<file path="config.mk">
export PLATFORM = sky130hd
export DESIGN_NAME = filter_pump_ctrl_flat
export DESIGN_NICKNAME = d
export VERILOG_FILES = /design/src/rtl/filter_pump_ctrl_if.sv /design/src/rtl/filter_pump_ctrl.sv /design/src/flat_wrapper.sv
export SDC_FILE = /design/constraint.sdc
export NUM_CORES = 1
export LEC_CHECK = 0
export CAP_MARGIN = 20
export CORE_MARGIN = 2
export CORE_UTILIZATION = 55
export CTS_CLUSTER_DIAMETER = 200
export DETAILED_ROUTE_END_ITERATION = 10
export PLACE_DENSITY = 0.84
export SKIP_LAST_GASP = 1
export SLEW_MARGIN = 20
export SYNTH_ARGS = -nofsm -noshare
export SYNTH_HDL_FRONTEND = slang
export SYNTH_SLANG_ARGS = --single-unit
</file>
<file path="constraint.sdc">
create_clock -name clk -period 3.7 [get_ports clk]
set_input_delay 0.555 -clock clk [delete_from_list [all_inputs] [get_ports clk]]
set_output_delay 0.555 -clock clk [all_outputs]
set_load 0.005 [all_outputs]
</file>
<file path="src/rtl/filter_pump_ctrl_if.sv">
// Pump controller bus: sequencing inputs toward the controller, PWM/status back.
interface filter_pump_ctrl_if #(
  parameter int unsigned N_SENSORS = 4,
  parameter int unsigned PWM_W     = 8
);
  logic                 enable;
  logic [N_SENSORS-1:0] status_data;
  logic                 is_empty;
  logic                 fault_clear;
  logic [PWM_W-1:0]     pwm_duty_a;
  logic [PWM_W-1:0]     pwm_duty_b;
  logic [2:0]           state_o;
  logic                 fault;

  // Supervisor side: drives sensors/commands, observes pump outputs
  modport master (
    output enable, status_data, is_empty, fault_clear,
    input  pwm_duty_a, pwm_duty_b, state_o, fault
  );

  // Controller side
  modport slave (
    input  enable, status_data, is_empty, fault_clear,
    output pwm_duty_a, pwm_duty_b, state_o, fault
  );
endinterface

</file>
<file path="src/rtl/filter_pump_ctrl.sv">
// Two-pump filter sequencer: fill with pump A, drain with pump B (min then max
// duty), slew-limited duties, drain-timeout fault and graceful stop on enable.
module filter_pump_ctrl #(
  parameter int unsigned          N_SENSORS            = 4,
  parameter logic [N_SENSORS-1:0] SENSOR_MASK          = '1,
  parameter int unsigned          PWM_W                = 8,
  parameter int unsigned          PWM_MIN              = 77,
  parameter int unsigned          PWM_MAX              = 230,
  parameter longint unsigned      FILL_CYCLES          = 64'd6_000_000_000,
  parameter longint unsigned      MIN_HOLD_CYCLES      = 64'd250_000_000,
  parameter longint unsigned      DRAIN_TIMEOUT_CYCLES = 64'd500_000_000,
  parameter int unsigned          RAMP_STEP            = 8,
  parameter int unsigned          RAMP_DIV             = 1
) (
  input  logic                   clk,
  input  logic                   reset,
  filter_pump_ctrl_if.slave      bus
);

  localparam longint unsigned MAX_A   = (FILL_CYCLES > MIN_HOLD_CYCLES) ? FILL_CYCLES : MIN_HOLD_CYCLES;
  localparam longint unsigned MAX_CYC = (MAX_A > DRAIN_TIMEOUT_CYCLES) ? MAX_A : DRAIN_TIMEOUT_CYCLES;
  localparam int unsigned     TMR_W   = $clog2(MAX_CYC) + 1;
  localparam int unsigned     DIV_W   = $clog2(RAMP_DIV) + 1;
  localparam int unsigned     DW      = PWM_W + 1;

  localparam logic [TMR_W-1:0] FILL_LAST = TMR_W'(FILL_CYCLES - 64'd1);
  localparam logic [TMR_W-1:0] HOLD_LAST = TMR_W'(MIN_HOLD_CYCLES - 64'd1);
  localparam logic [TMR_W-1:0] TO_LAST   = TMR_W'(DRAIN_TIMEOUT_CYCLES - 64'd1);
  localparam logic [DIV_W-1:0] DIV_LAST  = DIV_W'(RAMP_DIV - 1);
  localparam logic [PWM_W-1:0] DUTY_MIN  = PWM_W'(PWM_MIN);
  localparam logic [PWM_W-1:0] DUTY_MAX  = PWM_W'(PWM_MAX);

  typedef enum logic [2:0] {
    ST_IDLE      = 3'd0,
    ST_FILLING   = 3'd1,
    ST_DRAIN_MIN = 3'd2,
    ST_DRAIN_MAX = 3'd3,
    ST_STOPPING  = 3'd4,
    ST_FAULT     = 3'd5
  } state_e;

  state_e             state_q, state_d;
  logic [TMR_W-1:0]   timer_q, timer_d;
  logic [DIV_W-1:0]   div_q, div_d;
  logic [PWM_W-1:0]   duty_a_q, duty_a_d;
  logic [PWM_W-1:0]   duty_b_q, duty_b_d;
  logic               fault_q, fault_d;
  logic               critical_c;
  logic               ramp_tick_c;
  logic [PWM_W-1:0]   tgt_a_c, tgt_b_c;

  // Move one ramp step from cur toward tgt, landing exactly on tgt
  function automatic logic [PWM_W-1:0] ramp(input logic [PWM_W-1:0] cur,
                                            input logic [PWM_W-1:0] tgt);
    logic [DW-1:0] cur_w, tgt_w, step_w, sum_w, gap_w;
    logic [PWM_W-1:0] res;
    cur_w  = {1'b0, cur};
    tgt_w  = {1'b0, tgt};
    step_w = DW'(RAMP_STEP);
    sum_w  = cur_w + step_w;
    gap_w  = cur_w - tgt_w;
    res    = cur;
    if (cur_w < tgt_w) begin
      res = (sum_w > tgt_w) ? tgt : sum_w[PWM_W-1:0];
    end else if (cur_w > tgt_w) begin
      res = (gap_w <= step_w) ? tgt : PWM_W'(cur_w - step_w);
    end
    return res;
  endfunction

  assign critical_c = |(bus.status_data & SENSOR_MASK);

  // Next state, state timer and fault flag
  always_comb begin
    state_d = state_q;
    timer_d = timer_q;
    fault_d = 1'b0;
    unique case (state_q)
      ST_IDLE: begin
        if (bus.enable && critical_c) state_d = ST_FILLING;
      end
      ST_FILLING: begin
        if (!bus.enable)               state_d = ST_STOPPING;
        else if (timer_q == FILL_LAST) state_d = ST_DRAIN_MIN;
      end
      ST_DRAIN_MIN: begin
        if (!bus.enable || !critical_c) state_d = ST_STOPPING;
        else if (timer_q == HOLD_LAST)  state_d = ST_DRAIN_MAX;
        else if (bus.is_empty)          state_d = ST_FILLING;
      end
      ST_DRAIN_MAX: begin
        if (!bus.enable || !critical_c) state_d = ST_STOPPING;
        else if (bus.is_empty)          state_d = ST_FILLING;
      end
      ST_STOPPING: begin
        if (bus.is_empty)            state_d = ST_IDLE;
        else if (timer_q == TO_LAST) state_d = ST_FAULT;
      end
      ST_FAULT: begin
        if (bus.fault_clear && !critical_c) state_d = ST_IDLE;
      end
      default: state_d = ST_IDLE;
    endcase
    if (state_d != state_q)  timer_d = '0;
    else if (timer_q != '1)  timer_d = timer_q + TMR_W'(1);
    fault_d = (state_d == ST_FAULT);
  end

  // Free-running ramp divider
  always_comb begin
    ramp_tick_c = (div_q == DIV_LAST);
    div_d       = ramp_tick_c ? '0 : div_q + DIV_W'(1);
  end

  // Duty targets from registered state, then safety cut or slew-limited ramp
  always_comb begin
    tgt_a_c = '0;
    tgt_b_c = '0;
    unique case (state_q)
      ST_FILLING:   tgt_a_c = DUTY_MAX;
      ST_DRAIN_MIN: tgt_b_c = DUTY_MIN;
      ST_DRAIN_MAX: tgt_b_c = DUTY_MAX;
      ST_STOPPING:  tgt_b_c = DUTY_MIN;
      default: ;
    endcase
    duty_a_d = duty_a_q;
    duty_b_d = duty_b_q;
    if (tgt_a_c == '0 || state_q == ST_FAULT) duty_a_d = '0;
    else if (ramp_tick_c)                     duty_a_d = ramp(duty_a_q, tgt_a_c);
    if (tgt_b_c == '0 || state_q == ST_FAULT) duty_b_d = '0;
    else if (ramp_tick_c)                     duty_b_d = ramp(duty_b_q, tgt_b_c);
  end

  // State, timer, divider, duty and fault registers
  always_ff @(posedge clk) begin
    if (reset) begin
      state_q  <= ST_IDLE;
      timer_q  <= '0;
      div_q    <= '0;
      duty_a_q <= '0;
      duty_b_q <= '0;
      fault_q  <= 1'b0;
    end else begin
      state_q  <= state_d;
      timer_q  <= timer_d;
      div_q    <= div_d;
      duty_a_q <= duty_a_d;
      duty_b_q <= duty_b_d;
      fault_q  <= fault_d;
    end
  end

  assign bus.pwm_duty_a = duty_a_q;
  assign bus.pwm_duty_b = duty_b_q;
  assign bus.state_o    = state_q;
  assign bus.fault      = fault_q;

endmodule

</file>
<file path="src/flat_wrapper.sv">
// flat-port wrapper written by rule: the top's interface ports become plain ports
module filter_pump_ctrl_flat 
#(
  parameter int unsigned          N_SENSORS            = 4,
  parameter logic [N_SENSORS-1:0] SENSOR_MASK          = '1,
  parameter int unsigned          PWM_W                = 8,
  parameter int unsigned          PWM_MIN              = 77,
  parameter int unsigned          PWM_MAX              = 230,
  parameter longint unsigned      FILL_CYCLES          = 64'd6_000_000_000,
  parameter longint unsigned      MIN_HOLD_CYCLES      = 64'd250_000_000,
  parameter longint unsigned      DRAIN_TIMEOUT_CYCLES = 64'd500_000_000,
  parameter int unsigned          RAMP_STEP            = 8,
  parameter int unsigned          RAMP_DIV             = 1
)
  (clk, reset, bus_enable, bus_status_data, bus_is_empty, bus_fault_clear, bus_pwm_duty_a, bus_pwm_duty_b, bus_state_o, bus_fault);
  filter_pump_ctrl_if #(.N_SENSORS(N_SENSORS), .PWM_W(PWM_W)) bus_i ();
  input  logic clk;
  input  logic reset;
  input wire logic [$bits(bus_i.enable)-1:0] bus_enable;
  input wire logic [$bits(bus_i.status_data)-1:0] bus_status_data;
  input wire logic [$bits(bus_i.is_empty)-1:0] bus_is_empty;
  input wire logic [$bits(bus_i.fault_clear)-1:0] bus_fault_clear;
  output wire logic [$bits(bus_i.pwm_duty_a)-1:0] bus_pwm_duty_a;
  output wire logic [$bits(bus_i.pwm_duty_b)-1:0] bus_pwm_duty_b;
  output wire logic [$bits(bus_i.state_o)-1:0] bus_state_o;
  output wire logic [$bits(bus_i.fault)-1:0] bus_fault;
  assign bus_i.enable = bus_enable;
  assign bus_i.status_data = bus_status_data;
  assign bus_i.is_empty = bus_is_empty;
  assign bus_i.fault_clear = bus_fault_clear;
  assign bus_pwm_duty_a = bus_i.pwm_duty_a;
  assign bus_pwm_duty_b = bus_i.pwm_duty_b;
  assign bus_state_o = bus_i.state_o;
  assign bus_fault = bus_i.fault;
  filter_pump_ctrl #(.N_SENSORS(N_SENSORS), .SENSOR_MASK(SENSOR_MASK), .PWM_W(PWM_W), .PWM_MIN(PWM_MIN), .PWM_MAX(PWM_MAX), .FILL_CYCLES(FILL_CYCLES), .MIN_HOLD_CYCLES(MIN_HOLD_CYCLES), .DRAIN_TIMEOUT_CYCLES(DRAIN_TIMEOUT_CYCLES), .RAMP_STEP(RAMP_STEP), .RAMP_DIV(RAMP_DIV)) u_core (.clk(clk), .reset(reset), .bus(bus_i));
endmodule
</file>
After elaboration in Yosys (flattened, before gate mapping) --
Cells that the tools add are included.
Storage, ports and cells: flip-flop bits (word level) 55, input bits 9, output and inout bits 20, logic and storage cells 75
Operators by class: add/sub/neg operators 8, magnitude comparators 8, equality and inequality tests 11, multiplexer cells 21, bitwise gates (word level) 1, reduce and logical (&&, ||, !) cells 20
Operators by type and width (count):
- $mux W8 | 9
- $add A34 B1 Y34 const B | 1
- $eq A34 B28 Y1 const B | 1
- $eq A34 B29 Y1 const B | 1
- $eq A34 B33 Y1 const B | 1
- $ne A34 B34 Y1 const B | 1
- $mux W3 | 10
- $add A8 B4 Y9 const B | 2
- $gt A9 B8 Y1 | 2
- $le A9 B4 Y1 const B | 2
- $pmux W3 S6 | 1
- $sub A8 B8 Y9 | 2
- $gt A8 B8 Y1 | 2
- $logic_not A8 Y1 | 2
- $lt A8 B8 Y1 | 2
- $pmux W8 S2 | 1
- $sub A8 B4 Y8 const B | 2
- $reduce_or A2 Y1 | 5
- $eq A3 B3 Y1 const B | 3
- $eq A3 B2 Y1 const B | 2
- $reduce_and A2 Y1 | 2
- $reduce_bool A2 Y1 | 2
- $reduce_or A4 Y1 | 1
- $eq A3 B1 Y1 const B | 1
- other kinds (7) | 11

Depth between registers and ports, before layout --
Gate-level depths: netlist of the first run.
depth after elaboration 8, depth in mapped cells 12, gate-level depth less buffers 12

Least setup slack after synthesis of the first run --
Ideal clock, no wire load.
kind reg-to-reg, start point register u_core.state_q[1] (netlist: u_core.bus.state_o[1]), end point register u_core.duty_b_q[3] (netlist: u_core.bus.pwm_duty_b[3]), library setup time 0.120 ns, arrival 3.230 ns, data required time 3.580 ns, setup slack 0.350 ns, cell stages (with the launch flop) 12, buffers on the path 0, period minus slack after synthesis 3.350 ns, cells stage by stage dfxtp_1 nand2b_1 o21ai_0 inv_1 ha_1 or3b_2 o311ai_0 nor3_1 or4b_1 o21ai_2 a21oi_1 o31a_1
Between the ends: cells in the longest elaborated chain, start to end 8, elaborated cells on any way between the ends 20, classes of those cells add/sub (1); order compare (4); eq/ne (4); mux (5); reduce/logical (6)
RTL lines:
- start, declared | line filter_pump_ctrl.sv:42 | state_e state_q, state_d;
- start signal, assigned | line filter_pump_ctrl.sv:144 | state_q <= state_d;
- $eq A3 B2 Y1 or $eq A3 B3 Y1 (tied branches) | line filter_pump_ctrl.sv:119 | unique case (state_q)
- $reduce_or A2 Y1 (no line)
- $pmux W8 S2 | line filter_pump_ctrl.sv:119
- $sub A8 B8 Y9 | line filter_pump_ctrl.sv:61 | gap_w = cur_w - tgt_w;
- $le A9 B4 Y1 | line filter_pump_ctrl.sv:66 | res = (gap_w <= step_w) ? tgt : PWM_W'(cur_w - step_w);
- $mux W8 | line filter_pump_ctrl.sv:66
- $mux W8 | line filter_pump_ctrl.sv:65 | end else if (cur_w > tgt_w) begin
- $mux W8 | line filter_pump_ctrl.sv:63 | if (cur_w < tgt_w) begin
- end signal, assigned | line filter_pump_ctrl.sv:148 | duty_b_q <= duty_b_d;
- end, declared | line filter_pump_ctrl.sv:46 | logic [PWM_W-1:0] duty_b_q, duty_b_d;
Parallel ways exist; a longest one is shown, timed or not. The select of a mux whose other input is x is not followed. A chain may end at the register's enable or synchronous reset.

Worst setup path after layout of the first run --
start point register u_core.state_q[2] (netlist: u_core.bus.state_o[2]), end point register u_core.duty_b_q[3] (netlist: u_core.bus.pwm_duty_b[3])
Same word-level chain as after synthesis.

==> results of run 1 <==
-- worst register-to-register path, cell delays in order (launching register included) --
cell,delay [ns]
dfxtp_1,0.46
nand2b_1,0.17
a21oi_2,0.24
ha_1,0.20
inv_1,0.06
fa_1,0.40
a21oi_1,0.18
o311ai_0,0.15
xor2_1,0.17
or4b_1,0.62
o21ai_4,0.31
a21oi_1,0.11
o31a_1,0.28
-- metrics by stage --
step	std cells	setup slack [ns]
floorplan	491	0.350
global placement	607	0.194
detailed placement	607	0.0890
CTS	615	0.0689
global route	615	0.0265
finish	615	0.267
-- routing by layer --
| metal | global-route usage, % | part of all wire (%) | up-vias |
|---|---|---|---|
| met2 | 41.9 | 49 | 76 |
| li1 | - | - | 1845 |
| met1 | 31.4 | 46 | 1800 |
| met3 | 2.54 | 3.4 | 14 |
| met5 | 0 | 0 | - |
| met4 | 8.68 | 1.7 | 0 |
-- report_power, final --
part / leakage (nW) / internal (W) / switching (W)
clock: 0.0395 / 0.000135 / 0.000183
combinational: 1.09 / 0.000156 / 0.000193
sequential: 0.428 / 0.000578 / 0.0000136
-- flip-flops by register name (all words and copies together) (netlist names) --
| register | count |
|---|---|
| u_core.bus.fault | 1 |
| u_core.bus.pwm_duty_a | 6 |
| u_core.bus.pwm_duty_b | 8 |
| u_core.bus.state_o | 3 |
| u_core.div_q | 1 |
| u_core.timer_q | 34 |
-- cell families (layout without fill, tap and decap cells) --
kind of cell | Yosys count | in the layout | share of synthesized area, %
compound gates | 90 | 90 | 16.9
xor+xnor | 43 | 43 | 9.66
fa+ha+maj | 27 | 27 | 8.86
buf+inv | 35 | 63 | 4.08
flops | 53 | 53 | 27.2
mux | 4 | 4 | 1.06
other cells | 1 | 2 | 0.0962
simple gates | 237 | 237 | 32.2
-- worst paths after layout --
kind | depth (start not counted) | to | from
max | 12 | u_core.bus.pwm_duty_b[3] | u_core.bus.state_o[2]
min | 2 | u_core.bus.pwm_duty_b[2] | u_core.bus.pwm_duty_b[2]
min reg2reg | 2 | u_core.bus.pwm_duty_b[2] | u_core.bus.pwm_duty_b[2]
max reg2reg | 12 | u_core.bus.pwm_duty_b[3] | u_core.bus.state_o[2]
-- final cells by class --
| cell class | count | area [sq um] | area share (%) |
|---|---|---|---|
| flip-flops and latches | 53 | 1060 | 24.4 |
| repair buffers | 35 | 330 | 7.57 |
| inverters | 20 | 75.1 | 1.72 |
| well taps | 96 | 120 | 2.75 |
| multi-input cells | 403 | 2690 | 61.8 |
| clock buffers | 8 | 80.1 | 1.84 |
-- cell usage in the layout, fill, tap and decap left out, drive strengths merged, types with 9 or more instances in the layout --
cell type,n
clkdlybuf4s50,27
inv,20
nand3,25
xnor2,15
nand4,17
nor2,70
nor4,10
dfxtp,53
and3,10
a21oi,13
ha,26
nand2,37
o21ai,11
xor2,28
nand2b,9
==> impl_metrics.env, run 1 <==
export IMPL_postPlaceCellArea_sq_um=4270
export IMPL_setup_viol=0
export IMPL_drv_slew=0
export IMPL_viasPerCell=6.07
export IMPL_hold_path_class="flip-flop to flip-flop"
export IMPL_cp_common_cell="a21oi_1"
export IMPL_max_slew_margin_pct=56.2
export IMPL_power_density_nw_per_um2=289
export IMPL_antenna_found_initial=0
export IMPL_area_growth_syn_to_layout_pct=11.9
export IMPL_peakVddDrop_mv=0.184
export IMPL_finalPower_w=0.00126
export IMPL_die_width_um=88.2
export IMPL_grt_max_degree=35
export IMPL_grt_pass1_vias=3376
export IMPL_fillers=631
export IMPL_timing_final_crit_share_pct=92.8
export IMPL_power_leakage_nw=1.56
export IMPL_clk_path_buf_depth=2
export IMPL_drtIter0Drc=154
export IMPL_synth_area_leaders="dfxtp_1 27%, ha_1 8.3%, nor2_1 6.7%, xor2_1 6.3%, nand2_1 3.6%"
export IMPL_critPathRequiredTime_ns=3.91
export IMPL_max_cap_violations=0
export IMPL_tns_ns=0
export IMPL_core_sq_um=6830
export IMPL_cpPeakStageDelay_ns=0.62
export IMPL_drive_gt1_share_pct=6.36
export IMPL_yosysTopAreaCell="dfxtp_1"
export IMPL_syn_area_per_cell_sq_um=7.96
export IMPL_yosysWarnings=0
export IMPL_fin_nets=554
export IMPL_grt_pass1_wl_um=15200
export IMPL_wirelength_um=9180
export IMPL_fmax_ghz=0.291
export IMPL_cp_arrival_ns=3.64
export IMPL_final_util_pct=63.8
export IMPL_report_final_hold_viol_count=0
export IMPL_routedWlPerCell_um=14.9
export IMPL_cts_tree="done"
export IMPL_clk_latency_ns=0.31
export IMPL_path_class="flip-flop to flip-flop"
export IMPL_cts_resized=0
export IMPL_cp_cell_sequence="nand2b_1 > a21oi_2 > ha_1 > inv_1 > fa_1 > a21oi_1 > o311ai_0 > xor2_1 > or4b_1 > o21ai_4 > a21oi_1 > o31a_1"
export IMPL_ys_seq_area_share_pct=27.2
export IMPL_ys_flop_type="dfxtp_1"
export IMPL_cts_buffers_inserted=5
export IMPL_synth_top_area_share_pct=27.2
export IMPL_whs_ns=0.496
export IMPL_grt_use_total_pct=24.3
export IMPL_initial_core_util_pct=57.1
export IMPL_critPathSlowestCell="or4b_1"
export IMPL_ctsHoldBuffers=0
export IMPL_die_area_sq_um=7780
export IMPL_synth_top_cells_by_count="70 x nor2_1, 53 x dfxtp_1, 37 x nand2_1, 28 x xor2_1, 26 x ha_1"
export IMPL_async_reset_ff_share_pct=0
export IMPL_fin_crit_ns=3.43
export IMPL_clock_root_buffer="clkbuf_8"
export IMPL_tightest_slew_ns=0.656
export IMPL_dr_pass1_iters=5
export IMPL_cp_end_kind="flip-flop"
export IMPL_dp_hpwl_um=6940
export IMPL_routabilityCongestion=0.984
export IMPL_fin_area_sq_um=4360
export IMPL_diodes=0
export IMPL_cts_num_sinks=53
export IMPL_io_pins=29
export IMPL_path_clk_slew_ns=0.09
export IMPL_cpLargestDelayFamily="compound AO/OA/AOI/OAI gates"
export IMPL_post_cts_setup_buffer_count=0
export IMPL_remaining_drc_errors=0
export IMPL_antenna_left=0
export IMPL_cp_max_fo=10
export IMPL_rsz0062_at_grt="no"
export IMPL_syn_area_sq_um=3900
export IMPL_h_tree_depth=2
export IMPL_r2r_setup_slack_ns=0.27
export IMPL_ys_seq_elements=53
export IMPL_yosysMostFrequentCell="nor2_1"
export IMPL_rows=30
export IMPL_vias=3735
export IMPL_die_y_um=88.2
export IMPL_portBuffers=27
export IMPL_synth_edf_count=0
export IMPL_ys_types=72
export IMPL_finClkSkew_ns=0.00686
export IMPL_path_buf_inv=1
export IMPL_cp_start_kind="flip-flop"
export IMPL_outcome="finished, final reports clean"
export IMPL_syn_inst=490
export IMPL_overflow=0
(Power assumes the default switching activity.)
==> run 2, diff against run 1 <==
--- a/config.mk
+++ b/config.mk
@@ -6,12 +6,13 @@
 export NUM_CORES = 1
 export LEC_CHECK = 0
 export CAP_MARGIN = 20
+export CELL_PAD_IN_SITES_DETAIL_PLACEMENT = 1
+export CELL_PAD_IN_SITES_GLOBAL_PLACEMENT = 1
 export CORE_MARGIN = 2
-export CORE_UTILIZATION = 55
+export CORE_UTILIZATION = 44
 export CTS_CLUSTER_DIAMETER = 200
 export DETAILED_ROUTE_END_ITERATION = 10
-export PLACE_DENSITY = 0.84
-export SKIP_LAST_GASP = 1
+export PLACE_DENSITY = 0.88
 export SLEW_MARGIN = 20
 export SYNTH_ARGS = -nofsm -noshare
 export SYNTH_HDL_FRONTEND = slang
==> run 2 against run 1 <==
  * Non-clock buffer count grew 3
  * Wire length grew 28%
  * Highest routed layer unchanged
  * Critical path depth is the same
  * Combinational power grew 15%
  * Register-to-register slack lost 0.06 ns
  * Die area grew 24%
==> impl_metrics.env, run 2 (synthesis results as in run 1) <==
export IMPL_cp_arrival_ns=3.71
export IMPL_cp_end_kind="flip-flop"
export IMPL_pre_cts_ws_ns=-0.00681
export IMPL_cp_common_cell="inv_1"
export IMPL_clk_path_buf_depth=2
export IMPL_cp_max_fo=9
export IMPL_fin_crit_ns=3.49
export IMPL_grt_pass1_vias=4107
export IMPL_critPathRequiredTime_ns=3.92
export IMPL_portBuffers=27
export IMPL_startpoint="u_core.bus.state_o[0]"
export IMPL_fmax_ghz=0.286
export IMPL_path_clk_slew_ns=0.11
export IMPL_fin_area_sq_um=4440
export IMPL_diodes=0
export IMPL_cts_num_sinks=53
export IMPL_postPlaceCellArea_sq_um=4290
export IMPL_mostFrequentLayoutCells="70 x nor2_1, 52 x dfxtp_1, 37 x nand2_1, 28 x xor2_1, 27 x clkdlybuf4s50_1"
export IMPL_cp_cell_sequence="inv_1 > or3_4 > inv_1 > buf_4 > ha_1 > nand2b_1 > a21boi_0 > o21a_1 > or2_2 > a41o_1 > a31o_2 > o31a_1"
export IMPL_r2r_setup_slack_ns=0.21
export IMPL_peakVddDrop_mv=0.170
export IMPL_antenna_found_initial=0
export IMPL_report_final_hold_viol_count=0
export IMPL_timing_final_crit_share_pct=94.4
export IMPL_viasPerCell=6.13
export IMPL_fin_nets=558
export IMPL_path_buf_inv=3
export IMPL_outcome="finished, final reports clean"
export IMPL_largest_reg_flops=34
export IMPL_wirelength_um=11700
export IMPL_ctsHoldBuffers=0
export IMPL_power_density_nw_per_um2=306
export IMPL_die_width_um=98.1
export IMPL_r2r_end="u_core.bus.pwm_duty_a[6]"
export IMPL_whs_ns=0.513
export IMPL_remaining_drc_errors=0
export IMPL_final_cells=631
export IMPL_clk_latency_ns=0.33
export IMPL_cts_tree="done"
export IMPL_area_growth_syn_to_layout_pct=13.9
export IMPL_setup_viol=0
export IMPL_clock_root_buffer="clkbuf_8"
export IMPL_cts_buffers_inserted=5
export IMPL_dp_hpwl_um=8690
export IMPL_grt_max_degree=35
export IMPL_worstSetupPathDepth=12
export IMPL_routedWlPerCell_um=18.6
export IMPL_core_sq_um=8640
export IMPL_routabilityCongestion=0.918
export IMPL_drive_gt1_share_pct=8.22
export IMPL_drv_slew=0
export IMPL_placed_cells=620
export IMPL_layout_setup_ws_ns=0.207
export IMPL_r2r_cells=12
export IMPL_tightest_slew_ns=0.736
export IMPL_cpLargestDelayFamily="compound AO/OA/AOI/OAI gates"
export IMPL_cpPeakStageDelay_ns=0.50
export IMPL_finClkSkew_ns=0.00574
export IMPL_antenna_left=0
export IMPL_top_register="u_core.timer_q"
export IMPL_fillers=1082
export IMPL_overflow=0
export IMPL_rows=34
export IMPL_hold_path_class="flip-flop to flip-flop"
export IMPL_cp_start_kind="flip-flop"
export IMPL_r2r_start="u_core.bus.state_o[0]"
export IMPL_h_tree_depth=2
export IMPL_die_y_um=98.1
export IMPL_critPathSlowestCell="dfxtp_1"
export IMPL_initial_core_util_pct=45.1
export IMPL_max_slew_margin_pct=50.9
export IMPL_io_pins=29
export IMPL_final_common_cell="nor2_1"
export IMPL_final_util_pct=51.4
export IMPL_max_cap_violations=0
export IMPL_drtIter0Drc=80
export IMPL_vias=3866
export IMPL_dr_pass1_iters=4
export IMPL_endpoint="u_core.bus.pwm_duty_a[6]"
export IMPL_path_class="flip-flop to flip-flop"
export IMPL_grt_pass1_wl_um=20300
export IMPL_die_area_sq_um=9630
export IMPL_grt_use_total_pct=25.2
export IMPL_power_leakage_nw=1.58
## run 2: per-stage QoR
step	TNS [ns]	power, W
after floorplan	0	0.000851
after global placement	0	0.000936
after detailed placement	-0.00681	0.000962
after CTS	0	0.00133
after global routing	-0.00548	0.00143
final	0	0.00136
## run 2: worst min-delay path: stages, from the launching register on
cell	delay [ns]
dfxtp_1	0.36
inv_1	0.07
a21oi_1	0.05
## run 2: power by group
group          internal [W]  switching (W)  total, W
clock network      0.000138       0.000227  0.000365
logic              0.000175       0.000227  0.000401
registers          0.000579      0.0000159  0.000595
total              0.000892       0.000469   0.00136
## run 2: timing repair
| item | CTS | global route |
|---|---|---|
| gates resized for setup | 1 | 6 |
| pin swaps | 0 | 1 |
| setup endpoints to repair | 3 | 14 |
| cloned | 0 | 1 |
| setup buffers | 0 | 2 |
## run 2: cell type report
cell class	count	area, sq um	area share (%)
Clock inverter	3	26.3	0.592
Sequential cell	53	1060	23.9
Timing Repair Buffer	38	353	7.95
Multi-Input combinational cell	404	2720	61.2
Inverter	20	75.1	1.69
Clock buffer	5	68.8	1.55
Tap cell	108	135	3.04
## run 2: worst min path at each step
stage                             startpoint                  endpoint  cells after the start
global route        u_core.bus.pwm_duty_b[2]  u_core.bus.pwm_duty_b[2]                      2
finish              u_core.bus.pwm_duty_b[2]  u_core.bus.pwm_duty_b[2]                      2
detailed placement  u_core.bus.pwm_duty_b[2]  u_core.bus.pwm_duty_b[2]                      2
global placement    u_core.bus.pwm_duty_b[2]  u_core.bus.pwm_duty_b[2]                      2
floorplan           u_core.bus.pwm_duty_b[2]  u_core.bus.pwm_duty_b[2]                      2
CTS                 u_core.bus.pwm_duty_b[2]  u_core.bus.pwm_duty_b[2]                      2
## run 2: per-layer routing
metal  part of all wire (%)  routed length, um  track usage, %  vias to the layer above
met3                    3.5                415            3.01                       16
li1                       -                  -               -                     1846
met1                     44               5130            31.5                     1925
met2                     51               6000            45.6                       79
met4                    1.6                192            7.38                        0
met5                      0                  0               0                        -
==> run 3, diff against run 2 <==
--- a/config.mk
+++ b/config.mk
@@ -13,7 +13,6 @@
 export CTS_CLUSTER_DIAMETER = 200
 export DETAILED_ROUTE_END_ITERATION = 10
 export PLACE_DENSITY = 0.88
-export SLEW_MARGIN = 20
 export SYNTH_ARGS = -nofsm -noshare
 export SYNTH_HDL_FRONTEND = slang
 export SYNTH_SLANG_ARGS = --single-unit
==> results of run 3 <==
Final layout, timing and power as in run 2 (identical DEF).
